===== config.mk =====
export PLATFORM = sky130hd
export DESIGN_NAME = calc_entry_ctrl
export DESIGN_NICKNAME = d
export VERILOG_FILES = /design/src/rtl/calc_entry_ctrl.sv
export SDC_FILE = /design/constraint.sdc
export NUM_CORES = 1
export LEC_CHECK = 0
export CORE_MARGIN = 2
export CORE_UTILIZATION = 60
export DETAILED_ROUTE_END_ITERATION = 8
export HOLD_SLACK_MARGIN = 0.12
export PLACE_DENSITY = 0.85
export SLEW_MARGIN = 20
export SYNTH_ARGS = -nofsm -noshare
export SYNTH_HDL_FRONTEND = slang
export SYNTH_SLANG_ARGS = --single-unit

===== constraint.sdc =====
create_clock -name clk -period 6.14 [get_ports clk]
set_input_delay 1.842 -clock clk [delete_from_list [all_inputs] [get_ports clk]]
set_output_delay 1.842 -clock clk [all_outputs]
set_load 0.02 [all_outputs]

===== src/rtl/calc_entry_ctrl.sv =====
// Keypad entry controller for a two-operand calculator.
// Debounces keypad presses, builds decimal operands, and issues a request/ack
// handshake to an external ALU.
module calc_entry_ctrl #(
  parameter int DEBOUNCE = 4
) (
  input  logic       clk,
  input  logic       rst_n,
  input  logic [3:0] key_value,
  input  logic       key_valid,
  input  logic       calc_ack,
  output logic       calc_req,
  output logic [7:0] op_a,
  output logic [7:0] op_b,
  output logic [1:0] opcode,
  output logic [7:0] display_val,
  output logic       key_strobe,
  output logic       err,
  output logic [1:0] state
);

  typedef enum logic [1:0] {
    ENTER_A = 2'b00,
    ENTER_B = 2'b01,
    REQ     = 2'b10,
    DONE    = 2'b11
  } state_t;

  localparam int           CW = $clog2(DEBOUNCE + 1);
  localparam logic [CW-1:0] DB = CW'(DEBOUNCE);

  // Debounce state
  logic [CW-1:0] hold_cnt, hold_nxt;
  logic [CW-1:0] low_cnt, low_nxt;
  logic [3:0]    last_value;
  logic [3:0]    key_code;
  logic          armed;

  // Entry state
  state_t     state_q, state_n;
  logic [7:0] op_a_n, op_b_n;
  logic [1:0] opcode_n;
  logic [1:0] cnt_a, cnt_a_n, cnt_b, cnt_b_n;
  logic       err_n;

  // Key classification of the latched press
  logic        is_digit, is_op, is_clr, is_eq;
  logic [3:0]  op_sel;
  logic [11:0] prod_a, prod_b;

  assign is_digit = (key_code <= 4'd9);
  assign is_op    = (key_code >= 4'd10) && (key_code <= 4'd13);
  assign is_clr   = (key_code == 4'd14);
  assign is_eq    = (key_code == 4'd15);
  assign op_sel   = key_code - 4'd10;
  assign prod_a   = ({4'b0, op_a} * 12'd10) + {8'b0, key_code};
  assign prod_b   = ({4'b0, op_b} * 12'd10) + {8'b0, key_code};

  // Next hold/low counts: hold restarts on a fresh press or a changed code,
  // both saturate at DEBOUNCE.
  always_comb begin
    // NOTE: every always_comb output gets a default first so no path can infer a latch.
    hold_nxt = '0;
    low_nxt  = '0;
    if (key_valid) begin
      if (hold_cnt == '0 || key_value != last_value) hold_nxt = CW'(1);
      else if (hold_cnt != DB)                        hold_nxt = hold_cnt + 1'b1;
      else                                            hold_nxt = hold_cnt;
    end else begin
      low_nxt = (low_cnt == DB) ? low_cnt : low_cnt + 1'b1;
    end
  end

  // Debounce registers: one strobe per press, re-armed after DEBOUNCE idle cycles.
  always_ff @(posedge clk) begin
    // NOTE: sequential state uses non-blocking assignments so every register samples pre-edge values.
    if (!rst_n) begin
      hold_cnt   <= '0;
      low_cnt    <= '0;
      last_value <= '0;
      key_code   <= '0;
      armed      <= 1'b1;
      key_strobe <= 1'b0;
    end else begin
      hold_cnt   <= hold_nxt;
      low_cnt    <= low_nxt;
      last_value <= key_value;
      key_strobe <= 1'b0;
      if (key_valid && hold_nxt == DB && armed) begin
        key_strobe <= 1'b1;
        key_code   <= key_value;
        armed      <= 1'b0;
      end else if (!key_valid && low_nxt == DB) begin
        armed <= 1'b1;
      end
    end
  end

  // Next-state and operand update; clear overrides everything, including an ack.
  always_comb begin
    state_n  = state_q;
    op_a_n   = op_a;
    op_b_n   = op_b;
    opcode_n = opcode;
    cnt_a_n  = cnt_a;
    cnt_b_n  = cnt_b;
    err_n    = err;

    if (state_q == REQ && calc_ack) state_n = DONE;

    if (key_strobe) begin
      if (is_clr) begin
        state_n  = ENTER_A;
        op_a_n   = '0;
        op_b_n   = '0;
        opcode_n = '0;
        cnt_a_n  = '0;
        cnt_b_n  = '0;
        err_n    = 1'b0;
      end else begin
        unique case (state_q)
          ENTER_A: begin
            if (is_digit) begin
              if (prod_a > 12'd255) err_n = 1'b1;
              else begin
                op_a_n  = prod_a[7:0];
                cnt_a_n = (cnt_a == 2'd3) ? cnt_a : cnt_a + 2'd1;
              end
            end else if (is_op && cnt_a != 2'd0) begin
              opcode_n = op_sel[1:0];
              state_n  = ENTER_B;
            end
          end
          ENTER_B: begin
            if (is_digit) begin
              if (prod_b > 12'd255) err_n = 1'b1;
              else begin
                op_b_n  = prod_b[7:0];
                cnt_b_n = (cnt_b == 2'd3) ? cnt_b : cnt_b + 2'd1;
              end
            end else if (is_op && cnt_b == 2'd0) begin
              opcode_n = op_sel[1:0];
            end else if (is_eq && cnt_b != 2'd0) begin
              if (opcode == 2'b11 && op_b == 8'd0) begin
                err_n   = 1'b1;
                state_n = DONE;
              end else begin
                state_n = REQ;
              end
            end
          end
          REQ: ;
          DONE: begin
            if (is_digit) begin
              state_n = ENTER_A;
              op_a_n  = {4'b0, key_code};
              cnt_a_n = 2'd1;
              op_b_n  = '0;
              cnt_b_n = '0;
              err_n   = 1'b0;
            end
          end
          default: ;
        endcase
      end
    end
  end

  // Entry state register.
  always_ff @(posedge clk) begin
    if (!rst_n) begin
      state_q <= ENTER_A;
      op_a    <= '0;
      op_b    <= '0;
      opcode  <= '0;
      cnt_a   <= '0;
      cnt_b   <= '0;
      err     <= 1'b0;
    end else begin
      state_q <= state_n;
      op_a    <= op_a_n;
      op_b    <= op_b_n;
      opcode  <= opcode_n;
      cnt_a   <= cnt_a_n;
      cnt_b   <= cnt_b_n;
      err     <= err_n;
    end
  end

  assign state       = state_q;
  assign calc_req    = (state_q == REQ);
  assign display_val = (state_q == ENTER_A) ? op_a : op_b;

endmodule

==> results of run 1 <==
==> worst paths after layout <==
check,start,slack (ns),end,depth (start not counted)
min reg2reg,opcode[1]$_SDFFE_PN0P_,0.50,opcode[1]$_SDFFE_PN0P_,2
max,state[0]$_SDFF_PN0_,1.88,display_val[7],3
min,opcode[1]$_SDFFE_PN0P_,0.50,opcode[1]$_SDFFE_PN0P_,2
max reg2reg,op_a[2]$_SDFFE_PN0P_,3.04,cnt_a[0]$_SDFFE_PN0P_,10
==> registers in the layout (all words and copies together) (netlist names) <==
register and cells:
armed 1, state 2, op_b 8, last_value 4
low_cnt 3, opcode 2, key_strobe 1, key_code 4
cnt_b 2, op_a 8, cnt_a 2, err 1
hold_cnt 3
==> cells in the mapped netlist (2+ instances only) <==
library cell	count	area, um^2
sky130_fd_sc_hd__o21a_1	4	30.03
sky130_fd_sc_hd__xor2_1	9	78.83
sky130_fd_sc_hd__or4_1	2	15.01
sky130_fd_sc_hd__nand3_1	8	40.04
sky130_fd_sc_hd__nand2_1	50	187.7
sky130_fd_sc_hd__a21o_1	8	60.06
sky130_fd_sc_hd__o2bb2ai_1	2	17.52
sky130_fd_sc_hd__a211o_1	2	17.52
sky130_fd_sc_hd__mux2i_1	18	180.2
sky130_fd_sc_hd__a21oi_1	19	95.09
sky130_fd_sc_hd__nand2b_1	4	25.02
sky130_fd_sc_hd__a21oi_2	2	17.52
sky130_fd_sc_hd__inv_2	2	7.510
sky130_fd_sc_hd__nor3_1	9	45.04
sky130_fd_sc_hd__nor4_1	2	12.51
sky130_fd_sc_hd__clkbuf_1	6	22.52
sky130_fd_sc_hd__nand4_1	6	37.54
sky130_fd_sc_hd__xnor2_1	14	122.6
sky130_fd_sc_hd__o2111ai_1	2	17.52
sky130_fd_sc_hd__a211oi_2	2	25.02
sky130_fd_sc_hd__fa_1	4	80.08
sky130_fd_sc_hd__o21ai_1	7	35.03
sky130_fd_sc_hd__ha_1	38	475.5
sky130_fd_sc_hd__nor2_1	30	112.6
sky130_fd_sc_hd__and2_1	6	37.54
sky130_fd_sc_hd__o21ai_0	6	30.03
sky130_fd_sc_hd__nand3b_1	4	30.03
sky130_fd_sc_hd__mux2_1	9	101.4
sky130_fd_sc_hd__o21bai_1	2	15.01
sky130_fd_sc_hd__inv_1	21	78.83
sky130_fd_sc_hd__dfxtp_1	41	820.8
sky130_fd_sc_hd__buf_6	2	22.52
sky130_fd_sc_hd__buf_2	2	10.01
==> critical path: cells and delay by family (launching register included) <==
kind / cells / cell delay [ns]
multiplexers: 1 / 0.41
AND/OR/NAND/NOR: 1 / 0.71
flip-flops: 1 / 0.45
buffers and inverters: 1 / 0.55
==> cell type report <==
class / count / area, um^2
tap: 70 / 87.58
fill: 406 / 1393
inverter: 23 / 86.33
clock inverter: 2 / 37.54
clock buffer: 6 / 82.58
sequential: 41 / 820.8
multi-input combinational: 299 / 2212
timing repair buffer: 39 / 387.9
==> cell families (layout without fill, tap and decap cells) <==
| logic type | after synthesis | after routing | share of synthesized area [%] |
|---|---|---|---|
| AOI/OAI and AO/OA | 70 | 70 | 15.58 |
| adders and majority gates | 42 | 42 | 17.43 |
| and+or+nand+nor | 137 | 137 | 21.23 |
| DFF | 41 | 41 | 25.75 |
| muxes | 27 | 27 | 8.830 |
| buffers and inverters | 35 | 70 | 4.867 |
| xor gates and xnor gates | 23 | 23 | 6.319 |
==> per-layer routing <==
metal | up-vias | GRT usage, % | routed length, um
met5 | - | 0 | 0
met4 | 0 | 10.73 | 112
met3 | 11 | 2.706 | 335
met2 | 71 | 44.91 | 3685
met1 | 1325 | 34.46 | 3356
li1 | 1384 | - | -
==> power groups by stage <==
| stage | clock, W | combinational, W | sequential [W] |
|---|---|---|---|
| floorplan | 0 | 0.0000150 | 0.000276 |
| global placement | 0 | 0.0000231 | 0.000276 |
| detailed placement | 0 | 0.0000237 | 0.000276 |
| CTS | 0.000233 | 0.0000238 | 0.000270 |
| global route | 0.000247 | 0.0000265 | 0.000270 |
| finish | 0.000232 | 0.0000240 | 0.000270 |
==> stage by stage <==
stage	instance area, um^2	hold slack [ns]	worst slack [ns]	std cells	utilization, %
floorplan	3188	0.4578	2.785	375	-
global placement	3595	0.4774	2.233	472	70.38
detailed placement	3595	0.4748	2.160	472	70.38
CTS	3715	0.4956	1.894	480	72.73
global route	3715	0.5201	1.761	480	72.73
finish	3715	0.4952	1.883	480	72.73
==> metrics list, run 1 <==
- TritonCTS clock tree: done
* Final ANT Viol Nets: 0
- Final period util: 69.32%
* Number of distinct library cells after synthesis: 65
* Via count: 2,791
- The H-tree was split into 2 levels.
- The floorplan has 26 rows.
- Power per cell area: 141.5 nW/um^2
- After clock tree synthesis, the flow added hold-fix buffers numbering 0.
* Vias/cell: 5.815
- In this run the power spent charging and discharging nets is 0.0001151 W.
- Source-to-sink clock delay at the later pin of the worst-skew pair: 0.30 ns
- The worst path in the final design needs a cycle of 4.257 ns, including I/O delays and setup.
- Chip Width: 76.90 um
* Chip Height: 76.90 um
- The net count of the finished layout is 459.
* Worst-path clk slew: 0.08 ns
- Post-CTS repair changed the size of 0 cells.
- Register share of total power: 51.3%
- Post-CTS setup-driven buffer insertion count: 0
- For this design the static power due to leakage is 1.628 nW.
- All-layer global routing usage: 26.50%
- The first global-routing pass estimated 12,600 um of wire.
- Setup_tns: 0 ns
* Ports: 39
- Root Buffer Master: sky130_fd_sc_hd__clkbuf_8
- Relative to the synthesized area, the layout overhead comes to 16.52%.
* Headroom to the max-slew limit: 42.52%
- The tool flagged a number of max-cap violations equal to 0.
* Max-slew violations: 0
* Number of buffers on the longest clock path: 2
* Number of hold violations in the final report: 0
* Outcome: completed
* Number of CTS-inserted buffers: 5
- Post-synthesis average cell area: 8.501 um^2
- Setup clock skew after layout: 0.004910 ns
* Slew of the pin with the lowest slew margin: 0.8575 ns
- Part of the Yosys area used for sequential elements: 25.75%
- Portion of total power attributed to the clock network: 44.1%
- Most common cell after layout, fill and taps aside: sky130_fd_sc_hd__nand2_1
* Data arrival at the endpoint of the critical path: 2.41 ns
* Worst setup SP type: register
* Most frequent cells in the layout: sky130_fd_sc_hd__nand2_1, sky130_fd_sc_hd__dfxtp_1, sky130_fd_sc_hd__ha_1, sky130_fd_sc_hd__clkdlybuf4s50_1, sky130_fd_sc_hd__nor2_1
* Cell area after technology mapping: 3188 um^2
* Standard cell core area: 5107 um^2
- Synthesis handed over a netlist of 375 instances.
- Clk sink count: 41
- Count of flip-flops with a built-in enable after synthesis: 0
* Final routed wire length divided by cell count: 15.60 um
- Initial detailed-routing violation count: 245
* Net count of the mapped netlist: 425
- Die outline area: 5913 um^2
- Number of failing setup endpoints in the final timing report: 0
- The repair_antennas step left the layout with diodes totalling 0.
* Biggest fanout along the worst timing path: 14
- Combinational share of power: 4.6%
- Top achievable clock speed: 234.9 MHz
* Delay contributed by the slowest stage of the critical path: 0.71 ns
- Kind of critical path: register to primary output
- Number of port buffers: 38
* DRT Pass-1 Iters: 5
- Total wire length after detailed routing: 7490 um
- Flip-flop and latch count after synthesis: 41
- Pin count of the biggest net entering global routing: 32
- The slowest stage of the critical path belongs to the cell sky130_fd_sc_hd__nor2_1.
- Internal cell power: 0.0004107 W
* Post-synth ARST share: 0%
- DRC violation count after routing: 0
* Class of the most critical hold timing path: register to register
- Most frequently used flop master after synthesis: sky130_fd_sc_hd__dfxtp_1
- Share of final-layout standard cells stronger than drive strength 1: 6.098%
- The via count of the first global-routing pass is 2,685.
* Unrepaired setup endpoints after global routing: no
* Sum of net half-perimeters after detailed placement: 5722 um
- Effective utilization at floorplan: 62.42%
- STA puts the critical path data required time at 4.30 ns.
- Maximum VDD drop: 0.09537 mV
- CP endpoint kind: primary output
- Ordered cell list for the critical path: nor2_1 > mux2_1 > clkdlybuf4s50_1
- Antenna violations before repair: 0
- Routability-driven placement finished with a final weighted congestion of 0.8632.
- Net switching share of the total power: 21.89%
- Leftover overflow at the end of global routing: 0
* Design Power: 0.0005258 W
- Total of warnings raised by yosys: 0
Power figures use the tool's default switching activity.
==> run 2, diff against run 1 <==
--- a/config.mk
+++ b/config.mk
@@ -6,10 +6,10 @@
 export NUM_CORES = 1
 export LEC_CHECK = 0
 export CORE_MARGIN = 2
-export CORE_UTILIZATION = 60
+export CORE_UTILIZATION = 51
 export DETAILED_ROUTE_END_ITERATION = 8
 export HOLD_SLACK_MARGIN = 0.12
-export PLACE_DENSITY = 0.85
+export PLACE_DENSITY = 0.77
 export SLEW_MARGIN = 20
 export SYNTH_ARGS = -nofsm -noshare
 export SYNTH_HDL_FRONTEND = slang
==> constraint.sdc (replaced) <==
create_clock -name clk -period 3.58 [get_ports clk]
set_input_delay 1.074 -clock clk [delete_from_list [all_inputs] [get_ports clk]]
set_output_delay 1.074 -clock clk [all_outputs]
set_load 0.02 [all_outputs]
==> run 2 against run 1 <==
Power increased by 84%. Design area increased by 2.1%. Combinational power increased by 80%. Sequential power increased by 71%. Critical path type is now register to register. Die area increased by 17%. Cell count increased by 2.5%. Flip-flop and latch count unchanged. First-iteration DRC count decreased by 24%. Clock skew about the same. Largest cell class unchanged. Sequential share of layout area decreased by 0.44 points. Largest power group unchanged. Worst hold slack improved by 0.0054 ns. Core utilization decreased by 9.5 points.
==> metrics list, run 2 (synthesis results as in run 1) <==
- The flow ran to the end, and the final reports show no timing, DRC or antenna violations.
- Number of maximum-capacitance constraint violations: 0 (unchanged)
- Final period util: 87.52%
- Root Buffer Master: sky130_fd_sc_hd__clkbuf_8
* Kind of critical path: register to register
- The number of post-CTS setup repair buffers came to 0 (unchanged).
- The data required time of the worst path was 3.79 ns (-0.51 ns).
- Number of gates resized after CTS: 0 (unchanged)
* Headroom to the max-slew limit: 57.37% (+15 points)
- Setup_tns: 0 ns (unchanged)
* Die outline area: 6900 um^2 (+17%)
* Data arrival at the endpoint of the critical path: 3.34 ns (+0.93 ns)
* Ports: 39 (unchanged)
- The critical path's largest stage delay was 0.45 ns (-0.26 ns).
- Top achievable clock speed: 319.2 MHz
- Max-slew violations: 0 (unchanged)
- The signal on the critical path passes through ha_1 > ha_1 > inv_1 > fa_1 > xor2_1 > a2111oi_2 > nand4_1 > a211oi_2 > nor2_1 > a221oi_1.
- Effective utilization at floorplan: 53.22% (-9.2 points)
- Final routed wire length divided by cell count: 16.10 um (+3.2%)
* Clk sink count: 41 (unchanged)
- The sum of overflow across all layers after global routing came to 0 (unchanged).
- The worst ir drop on vdd came to 0.1624 mV (+70%).
- The total routing usage reported by global routing came to 22.60% (-3.9 points).
* Final ANT Viol Nets: 0 (unchanged)
- The die extent in x is 83.07 um (+8.0%).
- The estimated wirelength of the detail-placed design is 6010 um (+5.0%).
- The source-to-sink clock delay at the later pin of the worst-skew pair is 0.30 ns (about the same).
* Slowest-stage cell, CP: sky130_fd_sc_hd__a2111oi_2
* Register area: 820.8 um^2 (unchanged)
* Row count: 28 (+7.7%)
- Largest registers in the final layout: op_a (8), op_b (8)
- Unrepaired setup endpoints after global routing: no
- First-pass GRT wire length: 13,000 um (+3.2%)
* Ant. Diodes: 0 (unchanged)
- The largest net degree at the start of global routing came to 31 (-3.1%).
* Layout filler cell count: 514 (+27%)
- TritonCTS built the clock tree.
* Power per cell area: 255.3 nW/um^2 (+80%)
- The worst hold-check slack came to 0.5006 ns (+0.005445 ns).
- Via count: 2,917 (+4.5%)
- The maximum net fanout on the critical path was 6 (-8).
* Leakage component of the power: 1.675 nW (+2.9%)
* Number of failing setup endpoints in the final timing report: 0 (unchanged)
- From synthesis to final layout, the design area changed by 18.92%.
- Worst setup SP type: register
- Via count of the first global-routing pass: 2,812 (+4.7%)
- Final period demand of the worst path: 3.133 ns
* CP endpoint kind: register
- Slew of the pin with the lowest slew margin: 0.6394 ns (-0.2181 ns)
- Number of port buffers: 38 (unchanged)
- Initial detailed-routing violation count: 185 (-24%)
- Most common cell after layout, fill and taps aside: sky130_fd_sc_hd__nand2_1
* Multi-input gate area in the final layout: 2212 um^2 (unchanged)
* Number of hold violations in the final report: 0 (unchanged)
- Gpl congestion: 0.8661 (+0.34%)
- Design Power: 0.0009680 W (+84%)
- Fin nets: 466 (+1.5%)
- The number of buffers added to fix hold violations after cts came to 0 (unchanged).
* Total wire length after detailed routing: 7923 um (+5.8%)
- The layout cell share with drive strength beyond 1 came to 7.674% (+1.6 points).
- Number of buffers on the longest clock path: 2 (unchanged)
* H-tree levels: 2 (unchanged)
- DRC violation count after routing: 0 (unchanged)
* Chip Height: 83.07 um (+8.0%)
- Vias/cell: 5.929 (+2.0%)
* DRT Pass-1 Iters: 5 (unchanged)
- Setup clock skew after layout: 0.005280 ns (+0.0003701 ns)
* Critical path's most frequent cell: sky130_fd_sc_hd__ha_1
- Worst-path clk slew: 0.09 ns (about the same)
* Class of the most critical hold timing path: register to register
* Standard cell core area: 5991 um^2 (+17%)
- The initial antenna violation count came to 0 (unchanged).
- Most frequent cells in the layout: sky130_fd_sc_hd__nand2_1, sky130_fd_sc_hd__dfxtp_1, sky130_fd_sc_hd__ha_1, sky130_fd_sc_hd__clkdlybuf4s50_1, sky130_fd_sc_hd__nor2_1
* Number of CTS-inserted buffers: 5 (unchanged)
[run 2: critical path, delay by kind of cell (launching register included)]
family | cells | cell delay, ns
AND/OR/NAND/NOR | 2 | 0.36
AO/OA/AOI/OAI | 3 | 1.12
XOR/XNOR | 1 | 0.22
flip-flops | 1 | 0.39
buffers and inverters | 1 | 0.06
adder cells (fa/ha/maj) | 3 | 0.90
[run 2: power breakdown]
part           switching (W)  internal [W]
Clock               0.000182      0.000281
Sequential        0.00000255      0.000460
Combinational      0.0000245     0.0000188
Total               0.000209      0.000759
[run 2: metrics by stage]
| step | setup slack [ns] | area (um^2) | cells | util (%) |
|---|---|---|---|---|
| finish | 0.4467 | 3791 | 492 | 63.28 |
| global placement | 0.6647 | 3654 | 484 | 60.99 |
| CTS | 0.4465 | 3791 | 492 | 63.28 |
| detailed placement | 0.5254 | 3654 | 484 | 60.99 |
| floorplan | 0.7288 | 3188 | 375 | - |
| global route | 0.2285 | 3791 | 492 | 63.28 |
[run 2: final cells by class]
type / count / area share (%)
clock buffer: 5 / 1.815
clock inverter: 3 / 1.815
inverter: 23 / 2.277
multi-input combinational: 299 / 58.35
sequential: 41 / 21.65
tap: 75 / 2.475
timing repair buffer: 46 / 11.62
[run 2: worst paths after layout]
path | from | endpoint | slack, ns | depth (start not counted)
worst max-delay path | op_a[1]$_SDFFE_PN0P_ | cnt_a[0]$_SDFFE_PN0P_ | 0.45 | 10
worst min-delay path | cnt_b[1]$_SDFFE_PN0P_ | cnt_b[1]$_SDFFE_PN0P_ | 0.50 | 1
worst max register to register | op_a[1]$_SDFFE_PN0P_ | cnt_a[0]$_SDFFE_PN0P_ | 0.45 | 10
worst min register to register | cnt_b[1]$_SDFFE_PN0P_ | cnt_b[1]$_SDFFE_PN0P_ | 0.50 | 1
[run 2: layer usage]
layer	global-route usage, %	part of all wire [%]	vias up
li1	-	-	1396
met1	28.53	44	1412
met2	38.42	48	90
met3	3.082	4.6	19
met4	9.836	2.6	0
met5	0	0	-
==> run 3, diff against run 2 <==
--- a/config.mk
+++ b/config.mk
@@ -5,11 +5,13 @@
 export SDC_FILE = /design/constraint.sdc
 export NUM_CORES = 1
 export LEC_CHECK = 0
+export CAP_MARGIN = 40
 export CORE_MARGIN = 2
-export CORE_UTILIZATION = 51
+export CORE_UTILIZATION = 53
+export CTS_BUF_LIST = sky130_fd_sc_hd__clkbuf_2 sky130_fd_sc_hd__clkbuf_4 sky130_fd_sc_hd__clkbuf_8
 export DETAILED_ROUTE_END_ITERATION = 8
 export HOLD_SLACK_MARGIN = 0.12
-export PLACE_DENSITY = 0.77
+export PLACE_DENSITY = 0.8
 export SLEW_MARGIN = 20
 export SYNTH_ARGS = -nofsm -noshare
 export SYNTH_HDL_FRONTEND = slang
==> run 3 against run 2 <==
Worst hold slack improved by 0.00081 ns. Critical path depth did not move. Largest cell class unchanged. Core utilization rose by 1.1 points. Via count fell by 2.9%. Routed wire length fell by 3.7%. Count of clock-buffer cells in the layout did not move. Highest routed layer unchanged. Critical path type unchanged. Setup slack got worse by 0.050 ns. Largest power group unchanged. Non-clock buffer count did not move.
==> metrics list, run 3 (synthesis results as in run 1) <==
- Detailed-routing wirelength on met1: 3518 um (about the same)
* Combinational share of power: 4.8% (+0.3 points)
- Cell count of the worst reg-to-reg path: 10 (unchanged)
- Class of the most critical hold timing path: register to register
- The placed instance area was 3654 um^2 (unchanged).
- Relative to the synthesized area, the layout overhead comes to 18.21%.
- The number of DRC violations after detailed-routing iteration 0 was 282 (+52%).
- TritonCTS built the clock tree.
- STA classifies the critical path startpoint as a register.
- Final ANT Viol Nets: 0 (unchanged)
- Worst-path clk slew: 0.09 ns (about the same)
- The worst hold-check slack was 0.5014 ns (+0.0008090 ns).
- # hold bufs at CTS: 0 (unchanged)
- The layout cell share with drive strength beyond 1 came to 7.674% (unchanged).
- The worst ir drop on vdd is 0.2083 mV (+28%).
- The library cells used most frequently in the layout, excluding fill and tap cells, are sky130_fd_sc_hd__nand2_1, sky130_fd_sc_hd__dfxtp_1, sky130_fd_sc_hd__ha_1, sky130_fd_sc_hd__clkdlybuf4s50_1, sky130_fd_sc_hd__nor2_1.
- Top achievable clock speed: 314.2 MHz (-1.6%)
- The net switching component of the power came to 0.0002013 W (-3.5%).
- Max-slew violations: 0 (unchanged)
- The number of remaining DRC errors was 0 (unchanged).
- The met2 layer wire length in the routed design is 3728 um (-2.7%).
- The count of endpoints failing hold in the final timing report was 0 (unchanged).
- Power per cell area: 235.8 nW/um^2 (-7.7%)
- Effective utilization at floorplan: 54.49% (+1.3 points)
* Layout Cell Area excl Fill: 3769 um^2 (-0.59%)
- Setup repair after global routing left no endpoint under its margin.
- Post-CTS setup-driven buffer insertion count: 0 (unchanged)
- Fin nets: 466 (unchanged)
- The average wire per standard cell is 15.51 um (-3.7%).
- Leakage component of the power: 1.661 nW (-0.86%)
* Vias/cell: 5.758 (-2.9%)
- Headroom to the max-slew limit: 59.22% (+1.8 points)
- The total die area came to 6651 um^2 (-3.6%).
* Portion of total power attributed to the clock network: 43.1% (-4.7 points)
* Cell count of the worst hold path: 1 (unchanged)
- The sequential power share was 52.1% (+4.3 points).
- Leftover overflow at the end of global routing: 0 (unchanged)
- Most common cell after layout, fill and taps aside: sky130_fd_sc_hd__nand2_1
- The largest net degree at the start of global routing came to 31 (unchanged).
- Number of CTS-inserted buffers: 5 (unchanged)
- The proportion of total power due to net switching was 22.65% (+1.1 points).
* Via count of the first global-routing pass: 2,703 (-3.9%)
* Root Buffer Master: sky130_fd_sc_hd__clkbuf_8
- Pre-CTS setup slack: 0.5237 ns (-0.001735 ns)
- The cell row count is 28 (unchanged).
- Standard cell core area: 5851 um^2 (-2.3%)
* Ports: 39 (unchanged)
- Chip Width: 81.56 um (-1.8%)
* Biggest fanout along the worst timing path: 6 (unchanged)
- Layout filler cell count: 471 (-8.4%)
- The data required time of the worst path was 3.80 ns (about the same).
- Final period util: 88.91% (+1.4 points)
* Ant. Diodes: 0 (unchanged)
* Number of maximum-capacitance constraint violations: 0 (unchanged)
- Setup clock skew after layout: 0.008982 ns (+0.003702 ns)
* Register area: 820.8 um^2 (unchanged)
- Multi-input gate area in the final layout: 2212 um^2 (unchanged)
- The final weighted congestion in routability-driven placement is 0.8955 (+3.4%).
* Worst Hold Path EP: cnt_b[0]$_SDFFE_PN0P_
- The actual transition at the worst max-transition pin is 0.6084 ns (-0.03102 ns).
- The total routing usage reported by global routing came to 24.07% (+1.5 points).
- Number of buffers on the longest clock path: 2 (unchanged)
- Routed wire length on met3: 284 um (-22%)
- The die extent in y was 81.56 um (-1.8%).
- The number of I/O port buffers is 38 (unchanged).
- Final period demand of the worst path: 3.183 ns (+0.04952 ns)
- Uppermost signal routing layer after detailed routing: met4
- The source-to-sink clock delay at the later pin of the worst-skew pair is 0.30 ns (about the same).
* Number of gates resized after CTS: 0 (unchanged)
- First-pass GRT wire length: 12,580 um (-3.2%)
- The final wirelength came to 7631 um (-3.7%).
- The final cell utilization of the core came to 64.41% (+1.1 points).
* Outcome: completed
- Clk sink count: 41 (unchanged)
- In this run the critical register-to-register path is captured at op_a[0]$_SDFFE_PN0P_.
- The total number of vias is 2,833 (-2.9%).
- HP Start: cnt_b[0]$_SDFFE_PN0P_
- The internal cell power was 0.0006872 W (-9.5%).
* Number of failing setup endpoints in the final timing report: 0 (unchanged)
- Minimum setup slack among reg-to-reg paths: 0.40 ns (-0.05 ns)
- Data arrival at the endpoint of the critical path: 3.40 ns (+0.06 ns)
- Final WS setup: 0.3972 ns (-0.04952 ns)
* H-tree levels: 2 (unchanged)
- Setup_tns: 0 ns (unchanged)
- The critical path is of the register to register type.
- Largest registers in the final layout: op_a (8), op_b (8)
- CP endpoint kind: register
- The estimated wirelength of the detail-placed design came to 5800 um (-3.5%).
- DRT Pass-1 Iters: 5 (unchanged)
* Antenna violations before repair: 0 (unchanged)
* R2R Path Start: op_a[1]$_SDFFE_PN0P_
==> run 3: cell count changes in the layout (fill, tap and decap cells not counted), sizes merged <==
cell | before | now
clkinv | 0 | 1
inv | 24 | 23
clkinvlp | 0 | 1
bufinv | 2 | 1
==> run 3: layout make-up <==
class,instances,share of cell area [%]
Sequential cell,41,21.78
Multi-Input combinational cell,299,58.70
Clock inverter,3,1.228
Clock buffer,5,1.826
Timing Repair Buffer,46,11.69
Tap cell,75,2.490
Inverter,23,2.291
==> run 3: worst max path at each step <==
stage | cells after the start | start | endpoint | slack, ns
3_5_place_dp | 10 | op_a[1]$_SDFFE_PN0P_ | op_a[0]$_SDFFE_PN0P_ | 0.52
5_1_grt | 10 | op_a[1]$_SDFFE_PN0P_ | cnt_a[0]$_SDFFE_PN0P_ | 0.14
3_3_place_gp | 10 | op_b[1]$_SDFFE_PN0P_ | op_b[3]$_SDFFE_PN0P_ | 0.65
6_report | 10 | op_a[1]$_SDFFE_PN0P_ | op_a[0]$_SDFFE_PN0P_ | 0.40
2_1_floorplan | 10 | op_a[1]$_SDFFE_PN0P_ | cnt_a[0]$_SDFFE_PN0P_ | 0.73
4_1_cts | 10 | op_a[1]$_SDFFE_PN0P_ | op_a[0]$_SDFFE_PN0P_ | 0.44
==> run 3: through the flow <==
| step | cells | total power, W |
|---|---|---|
| floorplan | 375 | 0.0004985 |
| global placement | 484 | 0.0005139 |
| detailed placement | 484 | 0.0005155 |
| CTS | 492 | 0.0008879 |
| global route | 492 | 0.0009151 |
| finish | 492 | 0.0008885 |
==> run 3: critical path, stage by stage, from the launching register on <==
cell and delay, ns:
sky130_fd_sc_hd__dfxtp_1 0.40, sky130_fd_sc_hd__ha_1 0.32, sky130_fd_sc_hd__ha_1 0.17, sky130_fd_sc_hd__inv_1 0.06, sky130_fd_sc_hd__fa_1 0.40, sky130_fd_sc_hd__xor2_1 0.21
sky130_fd_sc_hd__a2111oi_2 0.47, sky130_fd_sc_hd__nand4_1 0.25, sky130_fd_sc_hd__a21oi_2 0.29, sky130_fd_sc_hd__a21o_1 0.30, sky130_fd_sc_hd__mux2i_1 0.25
==> run 3: layer usage <==
metal  vias up  track usage [%]
met4         0            5.932
met5         -                0
met1      1350            31.81
met2        71            41.15
met3         8            3.626
li1       1404                -
==> run 3: power groups by stage <==
stage	Combinational, W	Sequential (W)	Clock, W
after detailed placement	0.0000423	0.000473	0
after global placement	0.0000410	0.000473	0
final	0.0000430	0.000462	0.000383
after CTS	0.0000428	0.000462	0.000383
after global routing	0.0000472	0.000463	0.000405
after floorplan	0.0000258	0.000473	0
